### src/rtl/irq_route_cfg_ctrl.sv
// Interrupt routing table controller: boot-time default sweep, then host read/write of route entries.
// Responses one cycle after acceptance; req_ready drops during the sweep, response cycle and reinit.
module irq_route_cfg_ctrl #(
   parameter int         NUM_SLOTS         = 5,
   parameter int         NUM_TILE_INT_CH   = 2,
   parameter int         NUM_CPU_INT       = 4,
   parameter int         NUM_CPU_NMI       = 2,
   parameter int         CFG_ADDR_WIDTH    = 8,
   parameter logic [7:0] DEFAULT_INT_ROUTE = 8'h80,
   parameter logic [7:0] DEFAULT_NMI_ROUTE = 8'h80
) (
   input  logic                      clk,
   input  logic                      rst,
   input  logic                      reinit,
   input  logic                      req_valid,
   output logic                      req_ready,
   input  logic                      req_wr,
   input  logic [CFG_ADDR_WIDTH-1:0] req_addr,
   input  logic [7:0]                req_data,
   output logic                      rsp_valid,
   output logic                      rsp_err,
   output logic [7:0]                rsp_rdata,
   output logic                      init_done,
   output logic                      cfg_wr_en,
   output logic                      cfg_rd_en,
   output logic [CFG_ADDR_WIDTH-1:0] cfg_addr,
   output logic [31:0]               cfg_wdata
);
   localparam int N_INT = NUM_SLOTS * NUM_TILE_INT_CH;
   localparam int N     = N_INT + NUM_SLOTS;
   localparam int IDX_W = (N > 1) ? $clog2(N) : 1;
   localparam logic [CFG_ADDR_WIDTH-1:0] N_A     = CFG_ADDR_WIDTH'(N);
   localparam logic [CFG_ADDR_WIDTH-1:0] N_INT_A = CFG_ADDR_WIDTH'(N_INT);
   localparam logic [CFG_ADDR_WIDTH-1:0] LAST_A  = CFG_ADDR_WIDTH'(N - 1);
   localparam logic [4:0] INT_LIM = 5'(NUM_CPU_INT);
   localparam logic [4:0] NMI_LIM = 5'(NUM_CPU_NMI);

   typedef enum logic [1:0] {INIT, IDLE, RESP} state_t;

   state_t                    state_q, state_d;
   logic [CFG_ADDR_WIDTH-1:0] ptr_q, ptr_d;
   logic [7:0]                shadow [N];
   logic                      shw_en;
   logic [IDX_W-1:0]          shw_idx;
   logic [7:0]                shw_dat;
   logic                      init_done_d, rsp_valid_d, rsp_err_d, cfg_wr_en_d;
   logic [7:0]                rsp_rdata_d;
   logic [CFG_ADDR_WIDTH-1:0] cfg_addr_d;
   logic [31:0]               cfg_wdata_d;
   logic                      accept, addr_ok, is_nmi, idx_ok, wr_legal;

   // init_done gates readiness so the last sweep write is never overlapped by a request
   assign req_ready = (state_q == IDLE) && init_done && !reinit;
   assign accept    = req_ready && req_valid;
   assign addr_ok   = req_addr < N_A;
   assign is_nmi    = req_addr >= N_INT_A;
   assign idx_ok    = !req_data[7] || ({1'b0, req_data[3:0]} < (is_nmi ? NMI_LIM : INT_LIM));
   assign wr_legal  = addr_ok && (req_data[6:4] == 3'b000) && idx_ok;
   assign cfg_rd_en = 1'b0;

   always_comb begin
      state_d     = state_q;
      ptr_d       = ptr_q;
      init_done_d = init_done;
      rsp_valid_d = 1'b0;
      rsp_err_d   = 1'b0;
      rsp_rdata_d = '0;
      cfg_wr_en_d = 1'b0;
      cfg_addr_d  = '0;
      cfg_wdata_d = '0;
      shw_en      = 1'b0;
      shw_idx     = ptr_q[IDX_W-1:0];
      shw_dat     = '0;
      case (state_q)
         INIT: begin
            init_done_d = 1'b0;
            cfg_wr_en_d = 1'b1;
            cfg_addr_d  = ptr_q;
            shw_en      = 1'b1;
            shw_dat     = (ptr_q < N_INT_A) ? DEFAULT_INT_ROUTE : DEFAULT_NMI_ROUTE;
            cfg_wdata_d = {24'h0, shw_dat};
            if (ptr_q == LAST_A) begin
               state_d = IDLE;
               ptr_d   = '0;
            end else begin
               ptr_d = ptr_q + CFG_ADDR_WIDTH'(1);
            end
         end
         IDLE: begin
            if (reinit) begin
               state_d     = INIT;
               ptr_d       = '0;
               init_done_d = 1'b0;
            end else begin
               init_done_d = 1'b1;
               if (accept) begin
                  state_d     = RESP;
                  rsp_valid_d = 1'b1;
                  shw_idx     = req_addr[IDX_W-1:0];
                  if (req_wr && wr_legal) begin
                     cfg_wr_en_d = 1'b1;
                     cfg_addr_d  = req_addr;
                     cfg_wdata_d = {24'h0, req_data};
                     shw_en      = 1'b1;
                     shw_dat     = req_data;
                     rsp_rdata_d = req_data;
                  end else if (!req_wr && addr_ok) begin
                     rsp_rdata_d = shadow[req_addr[IDX_W-1:0]];
                  end else begin
                     rsp_err_d = 1'b1;
                  end
               end
            end
         end
         RESP:    state_d = IDLE;
         default: state_d = INIT;
      endcase
   end

   always_ff @(posedge clk) begin
      if (rst) begin
         state_q   <= INIT;
         ptr_q     <= '0;
         init_done <= 1'b0;
         rsp_valid <= 1'b0;
         rsp_err   <= 1'b0;
         rsp_rdata <= '0;
         cfg_wr_en <= 1'b0;
         cfg_addr  <= '0;
         cfg_wdata <= '0;
         for (int i = 0; i < N; i++) shadow[i] <= '0;
      end else begin
         state_q   <= state_d;
         ptr_q     <= ptr_d;
         init_done <= init_done_d;
         rsp_valid <= rsp_valid_d;
         rsp_err   <= rsp_err_d;
         rsp_rdata <= rsp_rdata_d;
         cfg_wr_en <= cfg_wr_en_d;
         cfg_addr  <= cfg_addr_d;
         cfg_wdata <= cfg_wdata_d;
         if (shw_en) shadow[shw_idx] <= shw_dat;
      end
   end
endmodule

### config.mk
export PLATFORM = sky130hd
export DESIGN_NAME = irq_route_cfg_ctrl
export DESIGN_NICKNAME = d
export VERILOG_FILES = /design/src/rtl/irq_route_cfg_ctrl.sv
export SDC_FILE = /design/constraint.sdc
export NUM_CORES = 1
export LEC_CHECK = 0
export CORE_MARGIN = 2
export CORE_UTILIZATION = 52
export DETAILED_ROUTE_END_ITERATION = 8
export GPL_TIMING_DRIVEN = 0
export PLACE_DENSITY_LB_ADDON = 0.12
export SETUP_SLACK_MARGIN = 0.4
export SYNTH_ARGS = -nofsm -noshare
export SYNTH_HDL_FRONTEND = slang
export SYNTH_SLANG_ARGS = --single-unit
### constraint.sdc
create_clock -name clk -period 11.05 [get_ports clk]
set_input_delay 3.315 -clock clk [delete_from_list [all_inputs] [get_ports clk]]
set_output_delay 3.315 -clock clk [all_outputs]
set_load 0.01 [all_outputs]
# [Word level (Yosys, flattened, before mapping)]
# Memories as Yosys holds them, arrays and structs flattened.
# Cells that the tools add are included.
[classes] n_addsub=1 multipliers=0 n_div=0 magnitude_cmp=3 eq_ne=6 n_shift=0 mux=41 bitwise_logic=2 reduce_logical=20
[op_table] op="$mux W8" count=14
[op_table] op="$pmux W8 S2" count=4
[op_table] op="$mux W4" count=4
[op_table] op="$mux W1" count=12
[op_table] op="$add A8 B1 Y8 const B" count=1
[op_table] op="$eq A8 B4 Y1 const B" count=1
[op_table] op="$ge A8 B4 Y1 const B" count=1
[op_table] op="$lt A8 B4 Y1 const B" count=1
[op_table] op="$reduce_or A8 Y1" count=1
[op_table] op="$logic_and A1 B1 Y1" count=7
[op_table] op="$mux W2" count=3
[op_table] op="$pmux W2 S3" count=1
[op_table] op="$reduce_or A5 Y1" count=1
[op_table] op="$lt A4 B3 Y1" count=1
[op_table] op="$ne A2 B2 Y1 const B" count=2
[op_table] op="$pmux W1 S2" count=2
[op_table] op="$reduce_and A2 Y1" count=2
[op_table] op="$reduce_or A4 Y1" count=1
[op_table] op="$logic_not A1 Y1" count=3
[op_table] op="$logic_not A3 Y1" count=1
[op_table] op="$mux W3" count=1
[op_table] op="$ne A3 B3 Y1 const B" count=1
[op_table] op="$reduce_or A3 Y1" count=1
[op_table] op="$eq A2 B1 Y1 const B" count=1
[op_table] op="5 further kinds" count=6
[totals] regBits=62 latchBits=0 ramBits=120 mem_bits_ro=0 inputBits=21 wordCells=83 mem_count=1
[memory_table] memory="shadow" depth=15 width=8 rd=1 rd_clocked_by_memory_dff=0 write_ports=15 line_no="42" source="logic [7:0] shadow [N];"

# [Longest topological paths before layout]
# Gate-level depths: netlist (run 1).
[depth] word_depth=15 ltp_mapped=9

# [Worst setup path before layout (run 1)]
# OpenSTA, ideal clock, no wires.
[synth_path] path_kind="input -> output" start="input reinit" end="output req_ready" arrival_time_ps=3659 t_required_ps=7735 setup_slack_ps=4076 cell_stages=1 cell_sequence="and4bb_2"
[synth_via] elab_chain_len=2
[synth_rtl] element="start: declaration" line_no="14" source="input logic reinit,"
[synth_rtl] element="$logic_not A1 Y1" line_no="53" source="assign req_ready = (state_q == IDLE) && init_done && !reinit;"
[synth_rtl] element="$logic_and A1 B1 Y1" line_no="53"
[synth_rtl] element="end: declaration" line_no="16" source="output logic req_ready,"
# No other way between the ends.

# [Final worst setup path (run 1)]
# Ends and elaborated chain as after synthesis.

==> impl_results.md, run 1 <==
* Site Rows at 43
* Drt drc at 0
* Leading area contributor after synthesis: edfxtp_1
* Mean Syn Cell Area at roughly 13 sq um
* Fin util at between 60% and 70%
* Final Hold Viols at 0
* CTS root buf: clkbuf_16
* Critical path cell sequence: clkdlybuf4s50_1 -> and4bb_2 -> clkdlybuf4s50_1
* P&R area growth vs syn at 22.0%
* Max IR drop VDD at 0.0000909 V
* RSZ-0062 raised after global routing: false
* First-pass GRT wire length at 26,700 um
* Io pins at 75
* Clock sinks at 161
* Total setup buffers inserted after CTS at 0
* Final setup viols at 0
* Status: completed
* Dpl hpwl at between 10,000 and 15,000 um
* Synth Instances at about 560
* Fmax achieved at ~130 MHz
* Synth top area share at 51.2%
* Final Cell Area at between 8000 and 9000 sq um
* Number of synthesized flops with an enable pin at 123
* Die width at 122 um
* Worst-path clk slew at about 0.060 ns
* Routed WL per cell at just under 20 um
* Initial cell density of the core at a little over half
* Sequential fraction of the synthesis area at about 62%
* Crit path buf inv count at 2
* Resized cells post-CTS at 0
* Worst path slowest cell: clkdlybuf4s50_1
* CTS Buffer Depth at 2
* CP endpoint kind: output pin
* Hold Buf Count CTS at 0
* DRT antenna net count at 0
* Cell mode on critical path: clkdlybuf4s50_1
* Final Cycle Share at between 70% and 80%
* Post-DP Area at a little over 8000 sq um
* GRT Total Usage at 24.9%
* CTS tree: built
* Clock insertion delay at the later pin of the skew report at 0.43 ns
* N_diodes at 0
* DRT iter0 DRCs at between 400 and 500
* Hold Slack at a little over 0.5 ns
* CTS HTree Levels at 4
* Top cells by area, synth: edfxtp_1 (51%), dfxtp_1 (11%), mux4_2 (6.9%)
* Chip height at 122 um
* Pwr Density at 160 nW/um^2
* Post-synth cell types at 54
* Synth Register Bits at about 160
* Initial antenna violation count at 0
* Core ar. at between 10,000 and 15,000 sq um
* Max-Cap Viols at 0
* Via total after detailed routing at about 4,800
* CP Max Fanout at 3
* Vias in the first global route at 4,680
* Slew margin rel. at a little under a quarter
* IO Port Bufs at 48
* Most used DFF post-synth: edfxtp_1
* Final Skew at a little over 0.009 ns
* Max-slew violation count at 0
* Slowest stage delay, CP at 0.55 ns
* Post-synth ARST share at 0%
* Worst path required time at between 7 and 8 ns
* Via/cell ratio at about 5.4
* Hold Crit Class: reg -> reg
* RePlAce Congestion at a little over 0.9
* Final net count at ~700
* Final wirelength at between 15,000 and 20,000 um
* Die area at 14,800 sq um
* CP Launch Type: input pin
* Leak at 3.26 nW
* Share of layout cells above drive strength 1 at approximately 17%
* TNS Setup at 0 ns
* Worst path arrival time at roughly 4.7 ns
* DR pass1 iterations at 5
* Worst-margin pin slew at approximately 1.2 ns
* Total power at about 1.4 mW
* Gr ovfl total at 0
* Crit path max-delay family: buffers and inverters
* Cts bufs inserted at 17
* Fin crit period at roughly 8.0 ns
* Ys Warns at 0
* Largest net degree at the start of global routing at 17
* Synthesized area at between 7000 and 8000 sq um
* CP Class: in -> out
-- cell families after synthesis --
| logic type | share of synthesized area, % |
|---|---|
| compound gates | 7.81 |
| fa+ha+maj | 0.521 |
| buf+inv | 5.28 |
| flops | 61.8 |
| mux | 9.70 |
| other cells | 0.0520 |
| simple gates | 14.9 |
-- worst paths after layout --
check | cells after the start | start | endpoint | slack (ns)
min reg2reg | 2 | ptr_q[7] | ptr_q[7] | 0.51
min | 2 | ptr_q[7] | ptr_q[7] | 0.51
max reg2reg | 6 | state_q[1] | shadow[6][0] | 8.16
max | 3 | reinit | req_ready | 3.05
-- cells in the mapped netlist (all sizes together), types with 4 or more instances --
cell type,instances
dfxtp,38
nor2b,24
a21oi,16
nor3,18
a211oi,10
edfxtp,123
buf,49
a31oi,4
mux2i,17
nand3b,8
o21ai,11
clkbuf,12
nor2,90
mux4,22
and2,11
nand3,15
nand2,17
o21bai,18
nor4,6
o211ai,5
-- cells in the final DEF (no fill, tap or decap), types with 16 or more instances in the layout --
cell / instances
edfxtp_1: 123
nor2_1: 90
conb_1: 74
clkdlybuf4s50_1: 48
dfxtp_1: 38
buf_4: 29
nor2b_1: 23
mux4_2: 22
buf_2: 19
o21bai_1: 18
mux2i_1: 17
clkbuf_16: 17
nand2_1: 16
-- registers in the layout, indices dropped and copies added (netlist names) --
signal and flops:
rsp_rdata 8, cfg_wdata 8, rsp_err 1, cfg_wr_en 1, init_done 1, state_q 2
rsp_valid 1, ptr_q 8, shadow 123, cfg_addr 8
-- where the power goes --
part / total [mW] / switching [mW] / internal (mW)
Clock: 0.606 / 0.230 / 0.376
Sequential: 0.685 / 0.00804 / 0.677
Combinational: 0.114 / 0.0674 / 0.0461
-- final cells by class --
type	instances	area [sq um]
clock inverter	12	168
clock buffer	20	437
fill	1123	4930
tap	180	225
timing repair buffer	48	480
multi-input combinational	404	2650
buffer	61	369
sequential	161	4450
inverter	3	11.3
-- through the flow --
stage,worst slack (ns),cells
2_1_floorplan,4.08,629
3_3_place_gp,3.07,857
3_5_place_dp,3.05,857
4_1_cts,3.05,889
5_1_grt,3.02,889
6_report,3.05,889
-- tightest hold or removal path: cells and delay by family (launching register included) --
kind / cells / cell delay [ns]
flip-flops: 1 / 0.33
AO/OA/AOI/OAI: 2 / 0.13
-- routing by layer --
metal / share of wire (%) / global-route usage, % / vias to the layer above
li1: - / - / 2237
met2: 49 / 41.1 / 209
met5: 0 / 0 / -
met1: 41 / 32.9 / 2318
met4: 2.1 / 7.76 / 0
met3: 7.7 / 5.95 / 27
Note: power is estimated with default switching activity, not from simulation.
==> run 2: changes to the inputs <==
clock period = 7.5 ns   (was 11.05 ns; I/O delays follow)
==> results of run 2 <==
Same layout as run 1 (identical final DEF). Status: completed.
Main changes from that run: setup slack after placement 3.05 ns -> 1.48 ns; setup slack after layout 3.05 ns -> 1.63 ns; register-to-register setup slack 8.16 ns -> 4.61 ns; total power 1.41 mW -> 2.07 mW; worst IR drop on VDD 0.0000909 V -> 0.000134 V
